--- src/rtl/cpu7_csr_timers_pkg.sv ---
// Shared register layout and helpers for the multi-channel CSR timer unit.
package cpu7_csr_timers_pkg;

  localparam int LCSR_BIT = 14;
  localparam logic [LCSR_BIT-1:0] LTIMER_BASE_ADDR = 14'h41;

  // TCFG field positions
  localparam int LTCFG_EN       = 0;
  localparam int LTCFG_PERIODIC = 1;
  localparam int LTCFG_INITVAL  = 2;

  // Per-channel register offsets from the channel's TCFG address
  localparam int LTCFG_OFF  = 0;
  localparam int LTVAL_OFF  = 1;
  localparam int LTICLR_OFF = 3;
  localparam int LTICLR_CLR = 0;

  // Channel stride; PRESC sits right after the last channel
  localparam int LPRESC_STRIDE = 4;

  function automatic logic [31:0] masked_merge(input logic [31:0] old_val,
                                               input logic [31:0] wdata,
                                               input logic [31:0] mask);
    return (old_val & ~mask) | (wdata & mask);
  endfunction

endpackage

--- src/rtl/cpu7_csr_timer_chan.sv ---
// One countdown timer channel: TCFG fields, counter, one-shot done flag and
// the registered interrupt pending bit.
module cpu7_csr_timer_chan
  import cpu7_csr_timers_pkg::*;
#(
  parameter int TIMER_BIT = 30
) (
  input  logic        clk,
  input  logic        resetn,
  input  logic        tick,
  input  logic        cfg_wen,
  input  logic        ticlr_wen,
  input  logic [31:0] wdata,
  input  logic [31:0] mask,
  output logic [31:0] tcfg,
  output logic [31:0] tval,
  output logic        pending
);

  logic                 r_en;
  logic                 r_periodic;
  logic                 r_done;
  logic                 r_pending;
  logic [TIMER_BIT-1:0] r_initval;
  logic [TIMER_BIT-1:0] r_count;

  logic [31:0] w_cfg_new;
  logic        w_active;
  logic        w_expire;
  logic        w_clear;

  assign tcfg    = 32'({r_initval, r_periodic, r_en});
  assign tval    = 32'(r_count);
  assign pending = r_pending;

  assign w_cfg_new = masked_merge(tcfg, wdata, mask);
  // A config write on a tick cycle takes priority, so the tick is dropped.
  assign w_active  = tick & r_en & ~r_done & ~cfg_wen;
  assign w_expire  = w_active & (r_count == '0);
  assign w_clear   = ticlr_wen & wdata[LTICLR_CLR] & mask[LTICLR_CLR];

  generate
    if (TIMER_BIT < 30) begin : g_unused_cfg
      logic w_unused_cfg_bits;
      assign w_unused_cfg_bits = ^w_cfg_new[31:TIMER_BIT+2];
    end
  endgenerate

  always_ff @(posedge clk or negedge resetn) begin
    if (!resetn) begin
      r_en       <= 1'b0;
      r_periodic <= 1'b0;
      r_initval  <= '0;
      r_count    <= '0;
      r_done     <= 1'b0;
    end else if (cfg_wen) begin
      r_en       <= w_cfg_new[LTCFG_EN];
      r_periodic <= w_cfg_new[LTCFG_PERIODIC];
      r_initval  <= w_cfg_new[LTCFG_INITVAL +: TIMER_BIT];
      r_count    <= w_cfg_new[LTCFG_INITVAL +: TIMER_BIT];
      r_done     <= 1'b0;
    end else if (w_active) begin
      if (r_count != '0) begin
        r_count <= r_count - TIMER_BIT'(1);
      end else if (r_periodic) begin
        r_count <= r_initval;
      end else begin
        r_done <= 1'b1;
      end
    end
  end

  always_ff @(posedge clk or negedge resetn) begin
    if (!resetn) begin
      r_pending <= 1'b0;
    end else if (w_expire) begin
      r_pending <= 1'b1;
    end else if (w_clear) begin
      r_pending <= 1'b0;
    end
  end

endmodule

--- src/rtl/cpu7_csr_timers.sv ---
// Multi-channel CSR timer unit: shared prescaler, address decode, read mux
// and NTIMER independent countdown channels.
module cpu7_csr_timers
  import cpu7_csr_timers_pkg::*;
#(
  parameter int                  NTIMER       = 2,
  parameter int                  TIMER_BIT    = 30,
  parameter int                  PRESCALE_BIT = 8,
  parameter logic [LCSR_BIT-1:0] BASE_ADDR    = LTIMER_BASE_ADDR
) (
  input  logic                clk,
  input  logic                resetn,
  input  logic [LCSR_BIT-1:0] csr_raddr,
  output logic [31:0]         csr_rdata,
  input  logic [LCSR_BIT-1:0] csr_waddr,
  input  logic [31:0]         csr_wdata,
  input  logic [31:0]         csr_mask,
  input  logic                csr_wen,
  output logic [NTIMER-1:0]   timer_intr,
  output logic                timer_intr_any
);

  localparam logic [LCSR_BIT-1:0] PRESC_ADDR =
    BASE_ADDR + LCSR_BIT'(LPRESC_STRIDE * NTIMER);

  logic [PRESCALE_BIT-1:0] r_presc;
  logic [PRESCALE_BIT-1:0] r_presc_cnt;
  logic                    w_tick;
  logic                    w_presc_wen;
  logic [31:0]             w_presc_rd;
  logic [31:0]             w_presc_new;

  logic [31:0]       w_tcfg [NTIMER];
  logic [31:0]       w_tval [NTIMER];
  logic [NTIMER-1:0] w_pending;

  assign w_tick      = (r_presc_cnt == r_presc);
  assign w_presc_wen = csr_wen && (csr_waddr == PRESC_ADDR);
  assign w_presc_rd  = 32'(r_presc);
  assign w_presc_new = masked_merge(w_presc_rd, csr_wdata, csr_mask);

  generate
    if (PRESCALE_BIT < 32) begin : g_unused_presc
      logic w_unused_presc_bits;
      assign w_unused_presc_bits = ^w_presc_new[31:PRESCALE_BIT];
    end
  endgenerate

  // Rewriting PRESC restarts the tick phase from zero.
  always_ff @(posedge clk or negedge resetn) begin
    if (!resetn) begin
      r_presc     <= '0;
      r_presc_cnt <= '0;
    end else if (w_presc_wen) begin
      r_presc     <= w_presc_new[PRESCALE_BIT-1:0];
      r_presc_cnt <= '0;
    end else if (w_tick) begin
      r_presc_cnt <= '0;
    end else begin
      r_presc_cnt <= r_presc_cnt + PRESCALE_BIT'(1);
    end
  end

  generate
    for (genvar gi = 0; gi < NTIMER; gi++) begin : g_chan
      localparam logic [LCSR_BIT-1:0] A_TCFG =
        BASE_ADDR + LCSR_BIT'(LPRESC_STRIDE * gi + LTCFG_OFF);
      localparam logic [LCSR_BIT-1:0] A_TICLR =
        BASE_ADDR + LCSR_BIT'(LPRESC_STRIDE * gi + LTICLR_OFF);

      cpu7_csr_timer_chan #(
        .TIMER_BIT (TIMER_BIT)
      ) u_chan (
        .clk       (clk),
        .resetn    (resetn),
        .tick      (w_tick),
        .cfg_wen   (csr_wen && (csr_waddr == A_TCFG)),
        .ticlr_wen (csr_wen && (csr_waddr == A_TICLR)),
        .wdata     (csr_wdata),
        .mask      (csr_mask),
        .tcfg      (w_tcfg[gi]),
        .tval      (w_tval[gi]),
        .pending   (w_pending[gi])
      );
    end
  endgenerate

  // TICLR and unmapped addresses fall through to zero.
  always_comb begin
    csr_rdata = '0;
    if (csr_raddr == PRESC_ADDR) begin
      csr_rdata = w_presc_rd;
    end
    for (int i = 0; i < NTIMER; i++) begin
      if (csr_raddr == BASE_ADDR + LCSR_BIT'(LPRESC_STRIDE * i + LTCFG_OFF)) begin
        csr_rdata = w_tcfg[i];
      end
      if (csr_raddr == BASE_ADDR + LCSR_BIT'(LPRESC_STRIDE * i + LTVAL_OFF)) begin
        csr_rdata = w_tval[i];
      end
    end
  end

  assign timer_intr     = w_pending;
  assign timer_intr_any = |w_pending;

endmodule

--- config.mk ---
export PLATFORM = sky130hd
export DESIGN_NAME = cpu7_csr_timers
export DESIGN_NICKNAME = d
export VERILOG_FILES = /design/src/rtl/cpu7_csr_timers_pkg.sv /design/src/rtl/cpu7_csr_timer_chan.sv /design/src/rtl/cpu7_csr_timers.sv
export SDC_FILE = /design/constraint.sdc
export NUM_CORES = 1
export LEC_CHECK = 0
export ABC_CLOCK_PERIOD_IN_PS = 2800
export CAP_MARGIN = 20
export CELL_PAD_IN_SITES_DETAIL_PLACEMENT = 1
export CELL_PAD_IN_SITES_GLOBAL_PLACEMENT = 1
export CORE_ASPECT_RATIO = 0.9
export CORE_MARGIN = 2
export CORE_UTILIZATION = 39
export CTS_CLUSTER_SIZE = 40
export DETAILED_ROUTE_END_ITERATION = 10
export PLACE_DENSITY = 0.74
export SETUP_SLACK_MARGIN = 0.1
export SLEW_MARGIN = 20
export SYNTH_ARGS = -nofsm -noshare
export SYNTH_HDL_FRONTEND = slang
export SYNTH_HIERARCHICAL = 1
export SYNTH_SLANG_ARGS = --single-unit
--- constraint.sdc ---
create_clock -name clk -period 2.8 [get_ports clk]
set_clock_uncertainty 0.2 [all_clocks]
set_input_delay 0.28 -clock clk [delete_from_list [all_inputs] [get_ports clk]]
set_output_delay 0.28 -clock clk [all_outputs]
set_load 0.1 [all_outputs]
Yosys cells after proc, flatten, opt, wreduce, memory -nomap -nowiden --
Cells that the tools add are included.
Word-level totals: register bits after elaboration 144, input port bits 95, output and inout port bits 35, word-level logic and storage cells 103
Cells by class: add/subtract/negate cells 3, eq/ne operators 15, muxes and demuxes 27, bitwise logic cells 24, reductions and logical operators 20
Operators with widths (number):
- 2-to-1 mux 30 bit | 8
- equality test 14 x 7 -> 1 bit, second input constant | 10
- 2-to-1 mux 32 bit | 4
- bitwise AND 32 bit | 3
- OR 32 bit | 2
- zero test 30 bit | 2
- nonzero test 30 bit | 2
- subtractor 30 x 1 -> 30 bit, second input constant | 2
- NOT 32 bit | 1
- 2-to-1 mux 8 bit | 3
- bitwise AND 1 bit | 12
- 2-to-1 mux 1 bit | 12
- adder 8 x 1 -> 8 bit, second input constant | 1
- bitwise AND 8 bit | 1
- equality test 8 bit | 1
- != test 2 x 1 -> 1 bit, second input constant | 4
- OR 8 bit | 1
- nonzero test 2 bit | 4
- AND reduction 3 bit | 2
- nonzero test 3 bit | 2
- logical AND 1 bit | 5
- NOT 1 bit | 4
- AND reduction 2 bit | 2
- OR reduction 2 bit | 1

Depth between registers and ports, before layout --
Gate-level depths: netlist (run 1).
depth after elaboration 6, gate-level depth with buffers 10, mapped depth without buffers 9

Modules after synthesis --
The synthesis (run 1) kept the hierarchy.
Modules (own cells, without submodules):
- cpu7_csr_timer_chan (g_chan[1].u_chan) | times used 1, cells an instance 473, area an instance 4310.4 um^2, seq. area each 1601.5 um^2
- cpu7_csr_timer_chan (g_chan[0].u_chan) | times used 1, cells an instance 430, area an instance 4045.1 um^2, seq. area each 1601.5 um^2
- cpu7_csr_timers | times used 1, cells an instance 289, area an instance 2273.4 um^2, seq. area each 400.4 um^2

Least setup slack after synthesis (run 1) --
OpenSTA, ideal clock, no wires.
path type input to output, start point input csr_raddr[9], end point output csr_rdata[0], data arrival time 3.575 ns, required time 2.320 ns, setup slack -1.255 ns, stages 6, buffers on the path 2, cell sequence or4_1 > nor4_2 > buf_4 > nand3_2 > buf_6 > o21ai_0
Between the ends: word-level cells in the longest chain between the ends 6, elaborated cells on any way between the ends 10, classes of those cells eq/ne (5); mux (5)
RTL lines:
- start: declaration | line cpu7_csr_timers.sv:13 | input logic [LCSR_BIT-1:0] csr_raddr,
- equality test 14 x 7 -> 1 bit | line cpu7_csr_timers.sv:91 | if (csr_raddr == PRESC_ADDR) begin
- 2-to-1 mux 8 bit | line cpu7_csr_timers.sv:91
- 2-to-1 mux 32 bit | line cpu7_csr_timers.sv:95 | if (csr_raddr == BASE_ADDR + LCSR_BIT'(LPRESC_STRIDE * i + LTCFG_OFF)) begin
- 2-to-1 mux 32 bit | line cpu7_csr_timers.sv:98 | if (csr_raddr == BASE_ADDR + LCSR_BIT'(LPRESC_STRIDE * i + LTVAL_OFF)) begin
- 2-to-1 mux 32 bit | line cpu7_csr_timers.sv:95
- 2-to-1 mux 32 bit (*) | line cpu7_csr_timers.sv:98
- end: declaration | line cpu7_csr_timers.sv:14 | output logic [31:0] csr_rdata,
Every way passes the cells marked *; elsewhere a longest branch is shown, timed or not.

Final worst setup path (run 1) --
start point register g_chan[1].u_chan.r_count[0], end point register g_chan[1].u_chan.r_count[3]
Between the ends: word-level cells in the longest chain between the ends 4, elaborated cells on any way between the ends 7, classes of those cells add/sub (1); mux (3); reduce/logical (3)
RTL lines:
- start: declaration | line cpu7_csr_timer_chan.sv:25 | logic [TIMER_BIT-1:0] r_count;
- start signal: assignment | line cpu7_csr_timer_chan.sv:60 | r_count <= w_cfg_new[LTCFG_INITVAL +: TIMER_BIT];
- start signal: assignment | line cpu7_csr_timer_chan.sv:64 | r_count <= r_count - TIMER_BIT'(1);
- start signal: assignment | line cpu7_csr_timer_chan.sv:66 | r_count <= r_initval;
- subtractor 30 x 1 -> 30 bit or nonzero test 30 bit (tied branches) | line cpu7_csr_timer_chan.sv:64, cpu7_csr_timer_chan.sv:63
- 2-to-1 mux 30 bit | line cpu7_csr_timer_chan.sv:63 | if (r_count != '0) begin
- 2-to-1 mux 30 bit | line cpu7_csr_timer_chan.sv:62 | end else if (w_active) begin
- 2-to-1 mux 30 bit | line cpu7_csr_timer_chan.sv:56 | end else if (cfg_wen) begin
Parallel ways exist; a longest one is shown, timed or not. The select of a mux whose other input is x is not followed. A chain may end at the register's enable or synchronous reset.

==> results of run 1 <==
## layout by cell type (no fill, tap or decap), types with 9 or more instances in the layout
master / synthesis / routed
a21oi_1: 40 / 39
a22o_1: 27 / 18
a22oi_1: 18 / 17
a31oi_1: 15 / 14
a32o_1: 19 / 18
a41oi_1: 13 / 13
buf_12: 0 / 53
buf_4: 15 / 158
buf_6: 2 / 16
clkbuf_16: 0 / 19
clkdlybuf4s50_1: 0 / 76
dfrtp_1: 144 / 141
inv_1: 19 / 14
mux2_2: 73 / 73
mux2i_1: 67 / 67
nand2_1: 137 / 133
nand2b_1: 16 / 16
nand3_1: 41 / 39
nand4_1: 15 / 15
nor2_1: 61 / 57
nor2b_1: 13 / 10
nor3_1: 43 / 41
nor4_1: 22 / 18
o211a_1: 18 / 9
o211a_4: 0 / 9
o211ai_1: 28 / 28
o21ai_0: 80 / 64
o21ai_1: 4 / 11
or3_1: 14 / 12
or4_1: 17 / 11
## kinds of logic after synthesis
kind of cell | after synthesis
AOI/OAI and AO/OA | 329
xor gates and xnor gates | 16
adders and majority gates | 3
buffers and inverters | 115
DFF | 144
muxes | 149
other | 2
and+or+nand+nor | 434
## final cells by class
cell class	count	share of cell area [%]
sequential	144	23.65
clock buffer	23	3.068
multi-input combinational	935	45.85
timing repair buffer	329	23.29
tap	354	2.904
antenna	1	0.01641
inverter	20	0.5086
clock inverter	9	0.7136
## worst max path at each step
stage	slack (ps)	endpoint
after floorplan	30	csr_rdata[0]
after global placement	-460	g_chan[0].u_chan/r_count[25]
after detailed placement	-540	g_chan[0].u_chan/r_count[25]
after CTS	80	g_chan[0].u_chan/r_count[0]
after global routing	-20	g_chan[1].u_chan/r_count[3]
final	20	g_chan[1].u_chan/r_count[3]
## per-layer routing
| layer | vias to the layer above | routed length [um] |
|---|---|---|
| met3 | 170 | 3784 |
| met1 | 5998 | 20030 |
| met2 | 706 | 23800 |
| li1 | 5065 | - |
| met4 | 0 | 3012 |
| met5 | - | 0 |
## power by group
| part | switching, W | internal (W) |
|---|---|---|
| Combinational | 0.000294 | 0.000224 |
| Clock | 0.000994 | 0.00136 |
| Sequential | 0.00000631 | 0.00208 |
## worst reg2reg max path: cells and delay by family, from the launching register on
| family | cells | cell delay (ps) |
|---|---|---|
| AOI/OAI and AO/OA | 2 | 380 |
| adders and majority gates | 1 | 140 |
| buffers and inverters | 3 | 470 |
| DFF | 1 | 420 |
| and+or+nand+nor | 3 | 1060 |
## what timing repair did
action	CTS	global route
gates resized for setup	57	84
setup endpoints to repair	141	143
gates cloned	4	3
hold buffers	1	0
hold endpoints to repair	47	0
pin swaps	15	29
buffers inserted	20	18
## per-stage QoR
step | instances | total power, W
detailed placement | 1736 | 0.002628
global route | 1814 | 0.005077
global placement | 1736 | 0.002621
finish | 1815 | 0.004962
floorplan | 1194 | 0.002273
CTS | 1793 | 0.004960
## state kept, by name, summed over array words and instances (netlist names), named ones only
signal                   flops
g_chan.u_chan/pending        2
g_chan.u_chan/r_count       60
g_chan.u_chan/r_done         2
g_chan.u_chan/r_initval     60
r_presc_cnt                  8
==> impl.org, run 1 <==
** Global route
- Met1 global-route usage :: 44.04%
- M3 GR Usage :: 5.327%
- Global routing met2 resource utilization :: 56.57%
- Overall track demand over capacity in global routing :: 34.83%
- First-pass GRT wire length :: 74920 um
- Maximum number of pins on one net before global-route repair :: 52
- The number of global-route vias before repair is 12360.
- The number of antenna violations at the first check in global routing was 0.
- Summed over all layers, the global routing overflow is 0.
- The global routing stage identified its most utilized layer as met2.

** Clock network
- The clock tree synthesis step divided the H-tree into 4 levels.
- Cell at the root of the clock tree :: clkbuf_16
- Clk slew on worst S/H paths :: 70 ps
- Counting the buffers created by CTS gives 17.
- Clock Latency Late Sink :: 450 ps
- The clock passes through at most 2 buffers.
- TritonCTS built the clock tree.
- For this design, the sink count on the clock tree is 144.

** Timing
- Setup repair after global routing could not meet its margin everywhere.
- Across all setup checks in the final design, the least slack found is 17.81 ps.
- Measured slew at the worst slew-check pin :: 600.1 ps
- Setup TNS after final layout :: 0 ps
- Of the available clock period, the critical path in the final layout requires 99.36%.
- Setup violations remaining at the end of the flow were counted as 0.
- Min cycle time layout :: 2782 ps
- Final hold analysis gives a worst-case slack of 160.8 ps.
- Total count of hold-check failures in the final report :: 0
- Number of slew-limit violations in the final report :: 0
- Timing would allow up to 359.4 MHz.
- Slew margin rel. :: 59.62%

** Place
- OpenSTA, run right after detailed placement, puts the worst setup slack at -535.9 ps.
- Detailed placement ended at an HPWL of 36230 um.
- Port buffering added 129 buffers.
- Placed instance area :: 13740 um^2
- The congestion estimate from routability-driven global placement came to 0.9951.

** Job
- Max-cap violations in this run came to 0.

** Routing
- Routed wirelength normalized by instance count :: 27.89 um
- Antenna violation net count after detailed routing :: 0
- Vias per std cell :: 6.578
- DRC violations left :: 0
- The first TritonRoute pass finished after 5 iterations.
- DRT Wirelength :: 50620 um
- Summing over every cut layer, the via total after detailed routing is 11940.
- In this run, the number of DRC markers left after iteration 0 of detailed routing was 1251.

** Cells and area
- Across the whole layout, storage elements account for 3607 um^2.
- Share of layout cells above drive strength 1 :: 32.05%
- # nets final :: 1545
- With fillers left out, the area of the finished cells amounts to 15250 um^2.
- Cells fill 56.73% of the core in the end.
- Layout-stage area growth over the synthesis result :: 43.51%
- Counting the fill cells in the layout gives 2969.
- Multi-input combinational cell area :: 6994 um^2

** Logic synthesis
- Post-Syn Instances :: 1192
- Top flip-flop cell by instance count after synthesis :: dfrtp_1
- Summing the areas of all fa, ha and maj instances in the mapped netlist gives 0.3531% of the synthesized area.
- The synthesized netlist devotes 22.48% of its cell area to compound gates.
- The top cell type by area accounts for 33.90% of the synthesized area.
- The synthesized design contains 0 enable-type register cells.
- Dominant cell type by area after synthesis :: dfrtp_1
- Basic-gate share of the synthesized area counting and, or, nand and nor cells :: 21.71%
- Number of library cell types mapped by synthesis :: 80
- Warning count from the yosys run :: 6
- Area share of xor/xnor cells in the synthesized design :: 1.318%
- Most frequently used cell type in the post-synthesis netlist :: dfrtp_1
- After synthesis, the most frequently instantiated cells are dfrtp_1, nand2_1, o21ai_0, mux2_2, mux2i_1.
- Synthesis-stage register bit count :: 144
- Synth top area cells :: dfrtp_1, mux2_2, mux2i_1
- Combinational family with the most area after synthesis :: compound AO/OA/AOI/OAI gates
- Netlist area before placement :: 10630 um^2
- Portion of the post-synthesis area used by sequential elements :: 33.90%
- After synthesis, the mean cell area works out to 8.917 um^2.
- The portion of synthesized area spent on multiplexers is 15.28%.
- Post-synthesis async set-or-reset flop share :: 100.0%

** Worst setup path
- Critical path, cell by cell :: inv_2 > ha_4 > or4b_4 > nor4_4 > buf_4 > and3_4 > clkbuf_16 > o21ai_1 > a32o_1
- The worst register-to-register path ends at g_chan[1].u_chan/r_count[3].
- The cell family contributing the most delay on the critical path is simple AND/OR/NAND/NOR gates.
- Maximum fanout along the worst path :: 5
- The critical path crosses 9 cells after its start point.
- Data arrives at the worst endpoint at 2910 ps.
- The setup path with the least slack is of type reg -> reg.
- Kind of end point of the critical path :: register
- The setup check on the worst reg-to-reg path leaves a slack of 20 ps.
- R2R Path Start :: g_chan[1].u_chan/r_count[0]
- Data on the critical path is required at its endpoint by 2930 ps.
- Counting both buffers and inverters, the worst setup path holds a total of 3.
- Measured in cells, the most critical reg-to-reg path has a length of 9.
- For this run, the slowest stage of the critical path takes 540 ps.
- The critical path starts at g_chan[1].u_chan/r_count[0].
- STA classifies the critical path startpoint as a register.
- Highest-delay cell along the critical path :: or4b_4

** Outcome
- Outcome :: finished, final reports clean

** Floorplan
- Die ar. :: 28590 um^2
- Measured along the x axis, the die boundary spans 178.0 um.
- Initial cell density of the core :: 39.53%
- The region available for standard cell placement spans 26890 um^2.
- The initialized floorplan defines 57 standard-cell rows.
- Number of top-level design ports :: 130
- The die is 160.6 um tall.

** Worst hold path
- Worst Hold Class :: in -> async

** Pwr
- The worst-case IR drop observed on VDD is 0.4834 mV.
- Power per standard cell area :: 325.3 nW/um^2
- Leak :: 6.299 nW
No activity file was read; power rests on OpenSTA's default activity.
==> run 2, diff against run 1 <==
- CORE_ASPECT_RATIO: 0.9 -> not set
==> run 2 against run 1 <==
Register-to-register slack improved by 70 ps. Die area is essentially flat. Clock power hardly changed. Sequential share of layout area hardly changed. Critical endpoint is now g_chan[1].u_chan/r_count[29]. Non-clock buffer count up 2. Combinational power about the same.
==> impl.org, run 2 (synthesized netlist as in run 1, its figures left out) <==
** Pwr
- The power density of the placed cells came to 326.7 nW/um^2 (+0.43%).
- Power consumption :: 0.004986 W (+0.47%)
- The peak ir drop on the vdd network was 0.4032 mV (-17%).
- Leak :: 6.327 nW (+0.45%)

** Worst setup path
- The endpoint identified for the worst register-to-register timing path is g_chan[1].u_chan/r_count[29].
- R2R Path Start :: g_chan[1].u_chan/r_count[20]
- The worst setup path is captured at a register.
- Critical path required time :: 2930 ps (about the same)
- The maximum single-stage delay on the critical path was 630 ps (+90 ps).
- Data arrival time of the critical path :: 2840 ps (-70 ps)
- The critical path in this run is classified as reg -> reg.
- Critical path, cell by cell :: buf_4 > or4_1 > nor3_1 > nand3_1 > o31a_1 > o311ai_1
- Reg2reg setup slack :: 90 ps (+70 ps)
- Startpoint Class :: register
- Highest-delay cell along the critical path :: or4_1
- The number of cells on the worst reg-to-reg path came to 6 (-3).
- The maximum fanout along the worst path was 4 (-1).

** Timing
- The transition at the pin with the smallest max-transition slack came to 720.9 ps (+120.7 ps).
- Min cycle time layout :: 2712 ps (-70.56 ps)
- The final count of pins violating max slew came to 0 (unchanged).
- F_max :: 368.8 MHz (+2.6%)
- Setup TNS after final layout :: 0 ps (unchanged)
- The post-route clock period utilization came to 96.84% (-2.5 points).
- The number of endpoints with negative hold slack in the final report came to 0 (unchanged).
- The final hold slack was 225.1 ps (+64.32 ps).
- Number of failing setup endpoints in the final timing report :: 0 (unchanged)
- Setup repair after global routing missed its margin :: yes
- Slew margin rel. :: 51.94% (-7.7 points)

** Global route
- The number of antenna violations at the first check in global routing is 0 (unchanged).
- Global route overflow :: 0 (unchanged)
- Maximum number of pins on one net before global-route repair :: 69 (+33%)
- The global-route wire length before repair came to 75740 um (+1.1%).
- Overall track demand over capacity in global routing :: 35.23% (+0.40 points)
- The number of global-route vias before repair came to 12370 (+0.11%).

** Clock network
- Clock Latency Late Sink :: 450 ps (about the same)
- The total CTS buffers came to 17 (unchanged).
- Cell at the root of the clock tree :: clkbuf_16
- The TritonCTS sink count is 144 (unchanged).
- The CTS clock-pin slew for the worst setup and hold paths came to 70 ps (about the same).
- Max clock buf depth :: 2 (unchanged)
- TritonCTS built the clock tree.
- Number of H-tree levels :: 4 (unchanged)

** Routing
- The DRC violation total after the first TritonRoute iteration was 1315 (+5.1%).
- The post-detailed-route via-to-cell ratio is 6.662 (+1.3%).
- The detailed-route wire length per cell is 28.88 um (+3.5%).
- Vias :: 12010 (+0.61%)
- The highest layer touched by signal routing is met4.
- Antenna violation net count after detailed routing :: 0 (unchanged)
- The final wirelength is 52070 um (+2.9%).
- The number of remaining DRC errors was 0 (unchanged).
- Routed wire length on met3 :: 3995 um (+5.6%)
- The wire length on met2 was 24000 um (+0.86%).
- Wire length on met1 :: 20070 um (+0.24%)
- The first-pass iteration count of the detailed router was 8 (+3).

** Place
- Half-perimeter wire length after detailed placement :: 36710 um (+1.3%)
- Buffers on Ports :: 129 (unchanged)
- GPL Wtd Cong :: 1.029 (+3.4%)

** Cells and area
- The area growth from synthesis to layout is 43.56% (about the same).
- Number of antenna diodes :: 0 (-1)
- Share of layout cells above drive strength 1 :: 32.56% (+0.50 points)
- The top cell types in the final layout, fill and taps aside, are buf_4, dfrtp_1, nand2_1.
- Registers with the highest flip-flop counts :: g_chan.u_chan/r_count (60), g_chan.u_chan/r_initval (60), r_presc_cnt (8)
- The final design utilization is 56.77% (about the same).
- Most frequent standard cell in the layout excluding fill and tap cells :: buf_4
- # nets final :: 1547 (+0.13%)

** Worst hold path
- Worst Hold Class :: in -> async

** Floorplan
- Initial cell density of the core :: 39.55% (about the same)
- The core area came to 26880 um^2 (about the same).
- Die ar. :: 28590 um^2 (about the same)
- The die outline height came to 169.1 um (+5.3%).
- Number of top-level design ports :: 130 (unchanged)
- The die boundary width is 169.1 um (-5.0%).
- The row count is 60 (+5.3%).

** Job
- Count of maximum capacitance violations :: 0 (unchanged)

** Outcome
- Outcome :: finished, final reports clean
==> run 2: where the power goes <==
| group | leakage, nW | total, W | internal, W | switching (W) |
|---|---|---|---|---|
| Clock | 0.289 | 0.00238 | 0.00127 | 0.00111 |
| Combinational | 4.20 | 0.000516 | 0.000221 | 0.000295 |
| Sequential | 1.83 | 0.00209 | 0.00208 | 0.00000546 |
| Total | 6.33 | 0.00499 | 0.00357 | 0.00141 |
==> run 2: layout make-up <==
class | instances | area, um^2
timing repair buffer | 331 | 3508
sequential | 144 | 3603
clock inverter | 15 | 157.7
tap | 341 | 426.7
fill | 3014 | 11620
multi-input combinational | 935 | 7057
clock buffer | 17 | 425.4
inverter | 20 | 80.08
==> run 2: timing repair <==
action                                 CTS  global route
buffers inserted                        14            19
cloned                                   4             4
gates resized for setup                 60            95
setup endpoints to repair               88           102
pin swaps                               17            24
endpoints found under the hold margin   64             0
hold buffers                             1             0
==> run 2: metrics by stage <==
step	instance area, um^2	cells	worst slack (ps)
after floorplan	10710	1194	31.82
after global placement	13700	1729	-401.0
after detailed placement	13700	1729	-495.4
after CTS	14690	1780	95.03
after global routing	15260	1803	-8.525
final	15260	1803	88.37
==> run 2: critical path: cells and delay by family (launching register included) <==
kind	cells	cell delay [ps]
buffers and inverters	1	170
AND/OR/NAND/NOR	3	1290
flip-flops	1	400
AO/OA/AOI/OAI	2	540
==> run 2: metal layers <==
metal / global-route usage, % / vias up
li1: - / 5071
met1: 43.83 / 5996
met2: 57.11 / 712
met3: 6.056 / 233
met4: 21.81 / 0
met5: 0 / -
==> run 2: how the worst max path moves through the flow <==
stage,from,end,slack [ps],cells after the start
after floorplan,csr_raddr[9],csr_rdata[0],30,6
after global placement,csr_waddr[10],g_chan[0].u_chan/r_count[21],-400,11
after detailed placement,csr_waddr[10],g_chan[0].u_chan/r_count[25],-500,11
after CTS,g_chan[1].u_chan/r_count[1],g_chan[1].u_chan/r_count[12],100,9
after global routing,register,g_chan[1].u_chan/r_count[26],-9,9
final,g_chan[1].u_chan/r_count[20],g_chan[1].u_chan/r_count[29],90,6
